[config.mk]
export PLATFORM = sky130hd
export DESIGN_NAME = snax_gemm_tile_sequencer
export DESIGN_NICKNAME = d
export VERILOG_FILES = /design/src/rtl/snax_gemm_tile_sequencer.sv
export SDC_FILE = /design/constraint.sdc
export NUM_CORES = 1
export LEC_CHECK = 0
export CORE_ASPECT_RATIO = 0.5
export CORE_MARGIN = 2
export CORE_UTILIZATION = 51
export DETAILED_ROUTE_END_ITERATION = 8
export PLACE_DENSITY = 0.77
export SLEW_MARGIN = 5
export SYNTH_ARGS = -nofsm -noshare
export SYNTH_HDL_FRONTEND = slang
export SYNTH_SLANG_ARGS = --single-unit
[constraint.sdc]
create_clock -name clk_i -period 2.42 [get_ports clk_i]
set_input_delay 0.484 -clock clk_i [delete_from_list [all_inputs] [get_ports clk_i]]
set_output_delay 0.484 -clock clk_i [all_outputs]
set_load 0.005 [all_outputs]
[src/rtl/snax_gemm_tile_sequencer.sv]
// -----------------------------------------------------------------------------
// snax_gemm_tile_sequencer
//
// Walks the fixed-size GEMM tile engine across a tiled M x N x K matrix
// multiply. A single job (three base addresses plus three tile counts) is
// accepted from the CSR front-end. The sequencer then issues one command per
// tile, in loop order m (outer), n (middle), k (inner), and waits for the
// engine's per-tile done pulse. After the last tile it raises a one-cycle
// job-done pulse.
//
// Handshakes:
//   cfg  : a job is accepted on any cycle where cfg_valid_i && cfg_ready_o.
//          cfg_ready_o is high only in IDLE; nothing is queued while busy.
//   gemm : a tile command transfers on any cycle where gemm_start_o &&
//          gemm_ready_i. While gemm_start_o is high and gemm_ready_i is low,
//          the addresses and the accumulate flag hold steady.
//          gemm_done_i is a one-cycle pulse that is only observed while
//          waiting for a tile that has already been handed over.
//
// Tile addresses (modulo 2^AddrWidth; wrap-around is silent):
//   A = base_a + (m*K + k) * TileBytesA
//   B = base_b + (n*K + k) * TileBytesB
//   C = base_c + (m*N + n) * TileBytesC
// These are produced by incremental pointer registers, so the address path
// contains adders only and no multipliers.
//
// Ports:
//   clk_i, rst_ni            clock, asynchronous active-low reset
//   cfg_valid_i/cfg_ready_o  job handshake
//   cfg_base_{a,b,c}_i       operand base addresses
//   cfg_{m,n,k}_i            tile counts (a count of zero ends the job at once)
//   abort_i                  synchronous abort; no effect in IDLE
//   gemm_start_o/ready_i     tile command handshake
//   gemm_addr_{a,b,c}_o      tile addresses
//   gemm_accumulate_o        add into existing C (k != 0)
//   gemm_done_i              engine finished the current tile
//   busy_o, done_o           job in progress / job-complete pulse
//   perf_cycles_o            busy-cycle counter
//
// Optional feature macro: SNAX_GEMM_SEQ_PERF_EN
//   defined   -> perf_cycles_o counts busy cycles of the most recent job
//                (saturating at 0xFFFFFFFF, cleared when a job is accepted)
//   undefined -> perf_cycles_o is tied to zero and no counter flops exist
// -----------------------------------------------------------------------------
module snax_gemm_tile_sequencer #(
  parameter int unsigned AddrWidth  = 17,
  parameter int unsigned CntWidth   = 8,
  parameter int unsigned TileBytesA = 64,
  parameter int unsigned TileBytesB = 64,
  parameter int unsigned TileBytesC = 256
) (
  input  logic                 clk_i,
  input  logic                 rst_ni,
  input  logic                 cfg_valid_i,
  output logic                 cfg_ready_o,
  input  logic [AddrWidth-1:0] cfg_base_a_i,
  input  logic [AddrWidth-1:0] cfg_base_b_i,
  input  logic [AddrWidth-1:0] cfg_base_c_i,
  input  logic [CntWidth-1:0]  cfg_m_i,
  input  logic [CntWidth-1:0]  cfg_n_i,
  input  logic [CntWidth-1:0]  cfg_k_i,
  input  logic                 abort_i,
  output logic                 gemm_start_o,
  input  logic                 gemm_ready_i,
  output logic [AddrWidth-1:0] gemm_addr_a_o,
  output logic [AddrWidth-1:0] gemm_addr_b_o,
  output logic [AddrWidth-1:0] gemm_addr_c_o,
  output logic                 gemm_accumulate_o,
  input  logic                 gemm_done_i,
  output logic                 busy_o,
  output logic                 done_o,
  output logic [31:0]          perf_cycles_o
);

  localparam logic [AddrWidth-1:0] StepA = AddrWidth'(TileBytesA);
  localparam logic [AddrWidth-1:0] StepB = AddrWidth'(TileBytesB);
  localparam logic [AddrWidth-1:0] StepC = AddrWidth'(TileBytesC);
  localparam logic [CntWidth-1:0]  CntOne = CntWidth'(1);

  typedef enum logic [1:0] {
    IDLE  = 2'd0,
    ISSUE = 2'd1,
    WAIT  = 2'd2,
    DONE  = 2'd3
  } state_e;

  state_e state_q, state_d;

  // Loop counters and their terminal values (count - 1, latched at accept).
  logic [CntWidth-1:0] m_q, n_q, k_q;
  logic [CntWidth-1:0] m_last_q, n_last_q, k_last_q;

  // Address pointers. row_a_q remembers the A address of (m, n=any, k=0) so
  // A can rewind when n advances; base_b_q lets B rewind when m advances.
  logic [AddrWidth-1:0] ptr_a_q, ptr_b_q, ptr_c_q;
  logic [AddrWidth-1:0] row_a_q, base_b_q;

  logic accept, zero_size, handshake, tile_done, abort_act;
  logic k_wrap, n_wrap, m_wrap, last_tile;

  assign accept    = (state_q == IDLE) && cfg_valid_i;
  assign zero_size = (cfg_m_i == '0) || (cfg_n_i == '0) || (cfg_k_i == '0);
  assign handshake = (state_q == ISSUE) && gemm_ready_i;
  assign tile_done = (state_q == WAIT) && gemm_done_i;
  assign abort_act = abort_i && (state_q != IDLE);

  assign k_wrap    = (k_q == k_last_q);
  assign n_wrap    = (n_q == n_last_q);
  assign m_wrap    = (m_q == m_last_q);
  assign last_tile = k_wrap && n_wrap && m_wrap;

  // ---------------------------------------------------------------------------
  // FSM
  // ---------------------------------------------------------------------------
  always_ff @(posedge clk_i or negedge rst_ni) begin
    if (!rst_ni) begin
      state_q <= IDLE;
    end else begin
      state_q <= state_d;
    end
  end

  always_comb begin
    state_d = state_q;
    unique case (state_q)
      IDLE:    if (accept)    state_d = zero_size ? DONE : ISSUE;
      ISSUE:   if (handshake) state_d = WAIT;
      WAIT:    if (tile_done) state_d = last_tile ? DONE : ISSUE;
      DONE:                   state_d = IDLE;
      default:                state_d = IDLE;
    endcase
    // Abort wins over both the command handshake and a tile-done pulse.
    if (abort_act) state_d = IDLE;
  end

  // ---------------------------------------------------------------------------
  // Loop counters and address pointers
  // ---------------------------------------------------------------------------
  always_ff @(posedge clk_i or negedge rst_ni) begin
    if (!rst_ni) begin
      m_q      <= '0;
      n_q      <= '0;
      k_q      <= '0;
      m_last_q <= '0;
      n_last_q <= '0;
      k_last_q <= '0;
      ptr_a_q  <= '0;
      ptr_b_q  <= '0;
      ptr_c_q  <= '0;
      row_a_q  <= '0;
      base_b_q <= '0;
    end else if (accept) begin
      // With a zero count these terminal values underflow, but no tile is
      // issued in that case so they are never compared.
      m_last_q <= cfg_m_i - CntOne;
      n_last_q <= cfg_n_i - CntOne;
      k_last_q <= cfg_k_i - CntOne;
      m_q      <= '0;
      n_q      <= '0;
      k_q      <= '0;
      ptr_a_q  <= cfg_base_a_i;
      row_a_q  <= cfg_base_a_i;
      ptr_b_q  <= cfg_base_b_i;
      base_b_q <= cfg_base_b_i;
      ptr_c_q  <= cfg_base_c_i;
    end else if (abort_act || (tile_done && last_tile)) begin
      m_q <= '0;
      n_q <= '0;
      k_q <= '0;
    end else if (tile_done) begin
      if (!k_wrap) begin
        // Next k: A and B both step one tile, C stays on the same output tile.
        k_q     <= k_q + CntOne;
        ptr_a_q <= ptr_a_q + StepA;
        ptr_b_q <= ptr_b_q + StepB;
      end else if (!n_wrap) begin
        // Next n: A rewinds to the start of row m, B continues linearly
        // because (n+1)*K + 0 == n*K + (K-1) + 1.
        k_q     <= '0;
        n_q     <= n_q + CntOne;
        ptr_a_q <= row_a_q;
        ptr_b_q <= ptr_b_q + StepB;
        ptr_c_q <= ptr_c_q + StepC;
      end else begin
        // Next m: A continues linearly into row m+1, B rewinds to its base,
        // C continues linearly because (m+1)*N + 0 == m*N + (N-1) + 1.
        k_q     <= '0;
        n_q     <= '0;
        m_q     <= m_q + CntOne;
        ptr_a_q <= ptr_a_q + StepA;
        row_a_q <= ptr_a_q + StepA;
        ptr_b_q <= base_b_q;
        ptr_c_q <= ptr_c_q + StepC;
      end
    end
  end

  // ---------------------------------------------------------------------------
  // Outputs
  // ---------------------------------------------------------------------------
  assign cfg_ready_o       = (state_q == IDLE);
  assign gemm_start_o      = (state_q == ISSUE);
  assign busy_o            = (state_q == ISSUE) || (state_q == WAIT);
  // An abort arriving in DONE suppresses the completion pulse.
  assign done_o            = (state_q == DONE) && !abort_i;
  assign gemm_addr_a_o     = ptr_a_q;
  assign gemm_addr_b_o     = ptr_b_q;
  assign gemm_addr_c_o     = ptr_c_q;
  assign gemm_accumulate_o = (k_q != '0);

`ifdef SNAX_GEMM_SEQ_PERF_EN
  logic [31:0] perf_q;

  always_ff @(posedge clk_i or negedge rst_ni) begin
    if (!rst_ni) begin
      perf_q <= '0;
    end else if (accept) begin
      perf_q <= '0;
    end else if (busy_o && (perf_q != 32'hFFFF_FFFF)) begin
      perf_q <= perf_q + 32'd1;
    end
  end

  assign perf_cycles_o = perf_q;
`else
  assign perf_cycles_o = 32'd0;
`endif

endmodule
Yosys cells after proc, flatten, opt, wreduce, memory -nomap -nowiden

Index checks and enable logic that the tools add are counted.

Add/sub/neg operators: 9
Equality and inequality tests: 10
Mux-type cells: 39
Reduce and logical (&&, ||, !) cells: 29

Operators by type and width:

| cell                    | number |
|---|---|
| $mux W17                | 18 |
| $mux W8                 | 14 |
| $add A17 B7 Y17 const B | 2 |
| $add A8 B1 Y8 const B   | 3 |
| $eq A8 B8 Y1            | 3 |
| $logic_not A8 Y1        | 3 |
| $sub A8 B1 Y8 const B   | 3 |
| $add A17 B9 Y17 const B | 1 |
| $mux W2                 | 6 |
| $reduce_and A3 Y1       | 3 |
| $reduce_bool A3 Y1      | 3 |
| $logic_and A1 B1 Y1     | 8 |
| $pmux W2 S4             | 1 |
| $reduce_bool A8 Y1      | 1 |
| $ne A3 B1 Y1 const B    | 2 |
| $reduce_bool A2 Y1      | 3 |
| $eq A2 B2 Y1 const B    | 2 |
| $logic_or A1 B1 Y1      | 4 |
| $reduce_and A2 Y1       | 2 |
| $ne A3 B3 Y1 const B    | 1 |
| $eq A2 B1 Y1 const B    | 1 |
| $logic_not A2 Y1        | 1 |
| $ne A2 B2 Y1 const B    | 1 |
| $logic_not A1 Y1        | 1 |

Bits in registers: 135
Bits of input ports: 81
Output and inout port bits: 88
Logic and storage cells: 99

Depth between registers and ports, before layout

Gate-level depths: netlist of the first run.

Depth in word-level cells: 7
Mapped depth: 10
Mapped depth without buffers: 8

Least setup slack after synthesis of the first run

OpenSTA, ideal clock, no wires.

Path type: reg-to-reg
From: register state_q[0]
To: register row_a_q[16]
Library setup time: 0.123 ns
Data arrival time: 1.946 ns
Data required time: 2.297 ns
Slack: 0.351 ns
Stages on the path, launching flop included: 9
Buffers on the path: 2
Period minus slack after synthesis: 2.069 ns
Cells stage by stage: dfrtp_1 -> inv_1 -> ha_1 -> buf_2 -> mux2_2 -> nor2_1 -> clkbuf_1 -> o211ai_1 -> o221a_2

Elaborated cells between the ends (all ways): 13
Classes of those cells: eq/ne: 2; mux: 1; reduce/logical: 10

RTL lines:

| element                                                                    | RTL line | RTL |
|---|---|---|
| from (decl)                                                                | 87       | `state_e state_q, state_d;` |
| from (signal assigned)                                                     | 119      | `state_q <= state_d;` |
| $logic_not A2 Y1 *                                                         | n/a      |  |
| net cfg_ready_o                                                            | 55       | `output logic cfg_ready_o,` |
| $logic_and A1 B1 Y1 *                                                      | 101      | `assign accept = (state_q == IDLE) && cfg_valid_i;` |
| $ne A2 B2 Y1 (no source line) / $reduce_bool A2 Y1 (equally long branches) | n/a      |  |
| $reduce_and A3 Y1 (no source line)                                         | n/a      |  |
| to (signal assigned)                                                       | 162      | `row_a_q <= cfg_base_a_i;` |
| to (signal assigned)                                                       | 191      | `row_a_q <= ptr_a_q + StepA;` |
| to (decl)                                                                  | 96       | `logic [AddrWidth-1:0] row_a_q, base_b_q;` |

The timed path passes the listed nets; every way through them passes the cells marked *.
A chain may end at the register's enable or synchronous reset.

Final worst setup path of the first run

From: register k_q[0]
To: output port gemm_accumulate_o

Longest elaborated chain between the ends: 1

RTL lines:

| element                | RTL line | RTL |
|---|---|---|
| from (decl)            | 90       | `logic [CntWidth-1:0] m_q, n_q, k_q;` |
| from (signal assigned) | 173      | `k_q <= k_q + CntOne;` |
| $reduce_bool A8 Y1     | 209      | `assign gemm_accumulate_o = (k_q != '0);` |
| to (decl)              | 68       | `output logic gemm_accumulate_o,` |

Every way passes these cells.

==> results of run 1 <==
## cell type report
| type | instances | area (um^2) |
|---|---|---|
| well taps | 198 | 248 |
| repair buffers | 172 | 1720 |
| flip-flops and latches | 135 | 3380 |
| clock inverters | 9 | 150 |
| inverters | 23 | 86.3 |
| fillers | 1133 | 4570 |
| clock buffers | 21 | 460 |
| multi-input cells | 641 | 3900 |
## final timing paths
path	startpoint	endpoint	slack, ps	cells after the start
max	k_q[0]	gemm_accumulate_o	100	5
min	rst_ni	k_q[5]	0.4	1
max reg2reg	k_q[6]	row_a_q[0]	150	7
min reg2reg	gemm_addr_c_o[2]	gemm_addr_c_o[2]	480	2
max in group asynchronous	rst_ni	row_a_q[6]	1730	2
min in group clk_i	gemm_addr_c_o[2]	gemm_addr_c_o[2]	480	2
## registers in the layout, indices dropped and copies added (netlist names)
name           cells
base_b_q          17
gemm_addr_a_o     17
gemm_addr_b_o     17
gemm_addr_c_o     17
k_last_q           8
k_q                8
m_last_q           8
m_q                8
n_last_q           8
n_q                8
row_a_q           17
state_q            2
## cell usage in the layout, fill, tap and decap left out, types with 5 or more instances in the layout
| cell | n |
|---|---|
| a31oi_1 | 5 |
| o21ai_1 | 11 |
| dfrtp_1 | 134 |
| xnor2_1 | 49 |
| nand4_1 | 16 |
| clkbuf_16 | 17 |
| buf_4 | 29 |
| conb_1 | 32 |
| nor2_1 | 66 |
| ha_1 | 16 |
| nand2b_1 | 10 |
| and4_1 | 5 |
| nand3_1 | 34 |
| a221o_1 | 13 |
| nand2_1 | 114 |
| nor3_1 | 17 |
| and3_1 | 20 |
| o21ai_0 | 49 |
| a21oi_1 | 42 |
| mux2i_1 | 20 |
| o22ai_1 | 18 |
| buf_12 | 6 |
| clkdlybuf4s50_1 | 135 |
| xor2_1 | 18 |
| inv_1 | 23 |
| and2_1 | 5 |
| o211ai_1 | 5 |
| a21o_1 | 9 |
| nor4_1 | 13 |
## metrics by stage
| step | worst slack, ps | utilization | setup TNS [ps] |
|---|---|---|---|
| 4_1_cts | 16.0 | 0.683 | 0 |
| 2_1_floorplan | 351 | - | 0 |
| 6_report | 96.4 | 0.685 | 0 |
| 3_5_place_dp | 42.0 | 0.641 | 0 |
| 5_1_grt | -39.0 | 0.685 | -67.2 |
| 3_3_place_gp | 67.3 | 0.641 | 0 |
## kinds of logic (layout without fill, tap and decap cells)
family | count (synthesis) | after routing | synth area share
buffers and inverters | 90 | 225 | 0.0630
AND/OR/NAND/NOR | 320 | 320 | 0.204
AO/OA/AOI/OAI | 180 | 180 | 0.149
other | 1 | 32 | 0.000493
flip-flops | 135 | 135 | 0.444
multiplexers | 24 | 24 | 0.0322
adder cells (fa/ha/maj) | 17 | 17 | 0.0280
XOR/XNOR | 68 | 68 | 0.0793
## where the power goes
part / total, W / internal (W) / switching [W]
clock: 0.00272 / 0.00176 / 0.000958
sequential: 0.00402 / 0.00318 / 0.000841
combinational: 0.00451 / 0.00232 / 0.00220
## metal layers
metal  part of all wire  track usage  vias to the layer above  wire [um]
met5                  0            0                        -          0
met4              0.021       0.0992                        0        428
met3              0.070       0.0543                       40       1420
met2               0.46        0.418                      283       9320
met1               0.45        0.340                     3200       9040
li1                   -            -                     3202          -
==> parameters.txt, run 1 <==
Parameter                              Value

Status
  Run status    completed

Place
  Number of I/O port buffers    136
  Placed standard-cell area    9300 um^2
  Post-detailed-placement half-perimeter wirelength    14300 um
  Placer congestion estimate    0.865
  Cell total after placement    1169

Finish
  Antenna diode instance count    0
  Cell area after layout    9940 um^2
  Number of nets in the final layout    1088
  Fraction of final layout cells with drive strength greater than 1    0.0919
  Finished Layout Cells    1199
  Relative area change from synthesis to final layout    30.7%

Yosys
  Flip-flop cell with the highest count after synthesis    dfrtp_1
  EDFF count, synth    0
  Leading cell types by count after synthesis    135 x dfrtp_1, 115 x nand2_1, 67 x nor2_1
  Post-synth top area cell    dfrtp_1
  Post-synthesis instance total    835
  FF+latch count, synth    135
  Leading post-synthesis cells by cell area    dfrtp_1 44%, nand2_1 5.7%, xnor2_1 5.6%
  Number of library cell types mapped by synthesis    57
  Sequential element share of the synthesized area    0.444
  Proportion of synthesized flip-flops having asynchronous set or reset    1.00
  Share of the synthesized area in the top cell type    0.444
  Avg Synthesized Cell Area    9.11 um^2
  Number of warnings reported in the yosys synthesis log    0
  Cell area after synthesis    7600 um^2
  Top-count cell post-synth    dfrtp_1

Worst setup path
  Critical Path AT    1840 ps
  Delay of the slowest critical-path stage    450 ps
  CP max-delay cell    clkdlybuf4s50_1
  Crit Path Max Fanout    4
  Critical Path End Type    primary output
  Worst endpoint required time    1940 ps
  Worst Path Class, Setup    register to primary output
  Crit-path cells    inv_1 > ha_1 > nor4b_2 > nand2_1 > clkdlybuf4s50_1
  Top cell family by delay on the critical path    buffers and inverters
  Buffering stage count on the worst path with inverters included    2
  Startpoint Class    register

Timing
  Portion of the clock cycle consumed by the worst path in the final layout    0.960
  Final setup viols    0
  FMAX    430 MHz
  Max Transition Viols Final    0
  Minimum clock period    2320 ps
  Final worst clock skew    9.49 ps
  Final Hold Slack    0.388 ps
  Count of final hold-check violations    0

Worst hold path
  Path class of the lowest-slack min-delay path    input pin to asynchronous set/reset pin

Clock tree
  Clock tree from TritonCTS    yes
  Number of buffers added for setup after CTS    0
  Quantity of hold-fixing buffers added after cts    0
  Later-pin clock latency in the skew report    410 ps
  Num Clock Sinks    135
  Clock tree root driver cell    clkbuf_16
  CTS H-tree lvls    4
  Count of cells resized by post-cts repair    1
  Total CTS buffers    17
  Post-CTS clock slew at the launch and capture registers of the worst setup and hold paths    60 ps
  Clock Tree Buf Depth    2

Global route
  Global-route usage over all layers    0.258
  Global-route wire length before repair    33000 um
  Vias in the first global route    6716
  Initial antenna violation count    0
  Maximum number of pins on one net before global-route repair    60
  Final global-route overflow total    0

Route
  Detailed-route vias per instance    5.61
  Final ANT Viol Nets    0
  DRC violation total after the first TritonRoute iteration    575
  TritonRoute pass-1 iters    5
  DRC errors left    0
  Total number of vias    6725
  Total Routed Length    20200 um
  Average wire per cell in the routed design    16.8 um

Die
  Die Wd    177 um
  Placeable core region    14500 um^2
  Row Count    31
  Die height    90.3 um
  Starting Density    0.524
  Boundary pin count    169
  Die Footprint    16000 um^2

Power and ir drop
  Power Dens Cells    1130 nW/um^2
  Post-route total power    0.0113 W
  Standby leakage power    4.24 nW
  Worst-case vdd ir drop    0.686 mV

Run
  Maximum Capacitance Violations    0
(Power assumes the default switching activity.)
==> run 2, diff against run 1 <==
- CAP_MARGIN: default -> 20
==> results of run 2 <==
No change in the layout: final DEF, timing and power equal those of run 1.
==> run 3, diff against run 2 <==
- CELL_PAD_IN_SITES_DETAIL_PLACEMENT: default -> 0
- CELL_PAD_IN_SITES_GLOBAL_PLACEMENT: default -> 1
- CORE_UTILIZATION: 51 -> 38
- PLACE_DENSITY: 0.77 -> 0.76
==> parameters.txt, run 3 (synthesis gave the netlist of run 1 again) <==
Parameter                              Value

Status
  Run status    finished with violations
  Failing checks    negative hold slack

Place
  Number of I/O port buffers    136
  Post-detailed-placement half-perimeter wirelength    15300 um
  Placed standard-cell area    9420 um^2
  Cell total after placement    1243
  Placer congestion estimate    0.862

Timing
  Portion of the clock cycle consumed by the worst path in the final layout    0.970
  RSZ-0062 raised after global routing    false
  Final worst clock skew    11.0 ps
  Final setup viols    0
  Setup tns final    0 ps
  Minimum clock period    2350 ps
  Max Transition Viols Final    0
  Max transition margin    0.660
  Count of final hold-check violations    1
  Final Hold Slack    -2.51 ps
  FMAX    426 MHz
  Worst-Margin Slew    510 ps

Clock tree
  Clock tree from TritonCTS    yes
  Num Clock Sinks    135
  Clock tree root driver cell    clkbuf_16
  Post-CTS clock slew at the launch and capture registers of the worst setup and hold paths    60 ps
  Number of buffers added for setup after CTS    0
  Clock Tree Buf Depth    2
  Later-pin clock latency in the skew report    420 ps
  Total CTS buffers    17
  CTS H-tree lvls    4

Worst setup path
  Worst endpoint required time    1940 ps
  Critical Path AT    1860 ps
  Worst Path Class, Setup    register to primary output
  Reg-to-reg critical path startpoint    k_q[4]
  Startpoint Class    register
  Crit path launch    k_q[0]
  Crit Path Max Fanout    4
  Critical Path End Type    primary output

Finish
  Fill cells    1832
  Final cell utilization of the core    0.517
  Most frequent cells in the layout    135 x dfrtp_1, 135 x clkdlybuf4s50_1, 114 x nand2_1, 67 x nor2_1
  Fraction of final layout cells with drive strength greater than 1    0.0992
  Area used by multi-input combinational logic    3900 um^2
  Area taken by flip-flops and latches    3380 um^2
  Number of nets in the final layout    1094
  Finished Layout Cells    1275
  Cell area after layout    10100 um^2
  Relative area change from synthesis to final layout    32.8%

Die
  Die height    104 um
  Die Wd    204 um
  Boundary pin count    169
  Starting Density    0.389
  Die Footprint    21200 um^2
  Row Count    36
  Placeable core region    19500 um^2

Route
  Total Routed Length    21000 um
  Average wire per cell in the routed design    16.4 um
  DRC violation total after the first TritonRoute iteration    414
  Detailed-route vias per instance    5.20
  Total number of vias    6631
  TritonRoute pass-1 iters    5
  Final ANT Viol Nets    0
  DRC errors left    0

Power and ir drop
  Worst-case vdd ir drop    0.440 mV
  Clock power frac    0.256
  Power Dens Cells    1130 nW/um^2
  Post-route total power    0.0115 W
  Switching power    0.00405 W
  Switch share    0.354
  Standby leakage power    4.29 nW
  Seq pwr share    0.351
  Internal power    0.00740 W
  Share of total power in combinational logic    0.393

Run
  Maximum Capacitance Violations    0

Global route
  Vias in the first global route    6557
  Global-route usage over all layers    0.202
  Initial antenna violation count    1
  Maximum number of pins on one net before global-route repair    50
  Global-route wire length before repair    34600 um
  Final global-route overflow total    0

Worst hold path
  Path class of the lowest-slack min-delay path    input pin to asynchronous set/reset pin
==> run 3: worst max-delay path: stages (launching register included) <==
cell and delay [ps]:
dfrtp_1 430, inv_1 100, ha_1 210, nor4b_2 150, nand2_1 60, clkdlybuf4s50_1 490
==> run 3: routing by layer <==
| layer | vias to the layer above | share of wire | track usage |
|---|---|---|---|
| li1 | 3215 | - | - |
| met1 | 3179 | 0.48 | 0.288 |
| met2 | 214 | 0.45 | 0.316 |
| met3 | 23 | 0.058 | 0.0316 |
| met4 | 0 | 0.013 | 0.0626 |
| met5 | - | 0 | 0 |
==> run 3: final cells by class <==
cell class,instances,area share
diodes,1,0.000248
clock buffers,20,0.0462
clock inverters,11,0.0193
inverters,23,0.00855
multi-input cells,641,0.386
flip-flops and latches,135,0.334
well taps,266,0.0329
repair buffers,178,0.173
==> run 3: through the flow <==
step	hold slack (ps)	worst slack [ps]
detailed placement	462	29.1
floorplan	188	351
CTS	15.1	12.5
finish	-2.51	73.4
global route	32.2	8.75
global placement	456	59.8
==> run 3: worst paths after layout <==
kind | cells past startpoint | slack, ps | endpoint
min in group clk_i | 2 | 470 | base_b_q[5]
max | 5 | 70 | gemm_accumulate_o
max in group asynchronous | 2 | 1760 | gemm_addr_b_o[15]
max reg2reg | 6 | 130 | gemm_addr_a_o[14]
min reg2reg | 2 | 470 | base_b_q[5]
min | 1 | -3 | k_last_q[6]
==> run 3: timing repair <==
| action | in CTS | in global routing |
|---|---|---|
| resized for setup | 2 | 3 |
| setup endpoints to repair | 1 | 2 |
| gates cloned | 0 | 0 |
| hold buffers | 0 | 0 |
==> run 3: power by group through the flow <==
stage                     sequential (W)  combinational (W)  clock, W
final                            0.00402            0.00450   0.00293
after global routing             0.00417            0.00497   0.00308
after CTS                        0.00402            0.00451   0.00298
after detailed placement         0.00405            0.00448         0
after global placement           0.00403            0.00439         0
after floorplan                  0.00388            0.00255         0
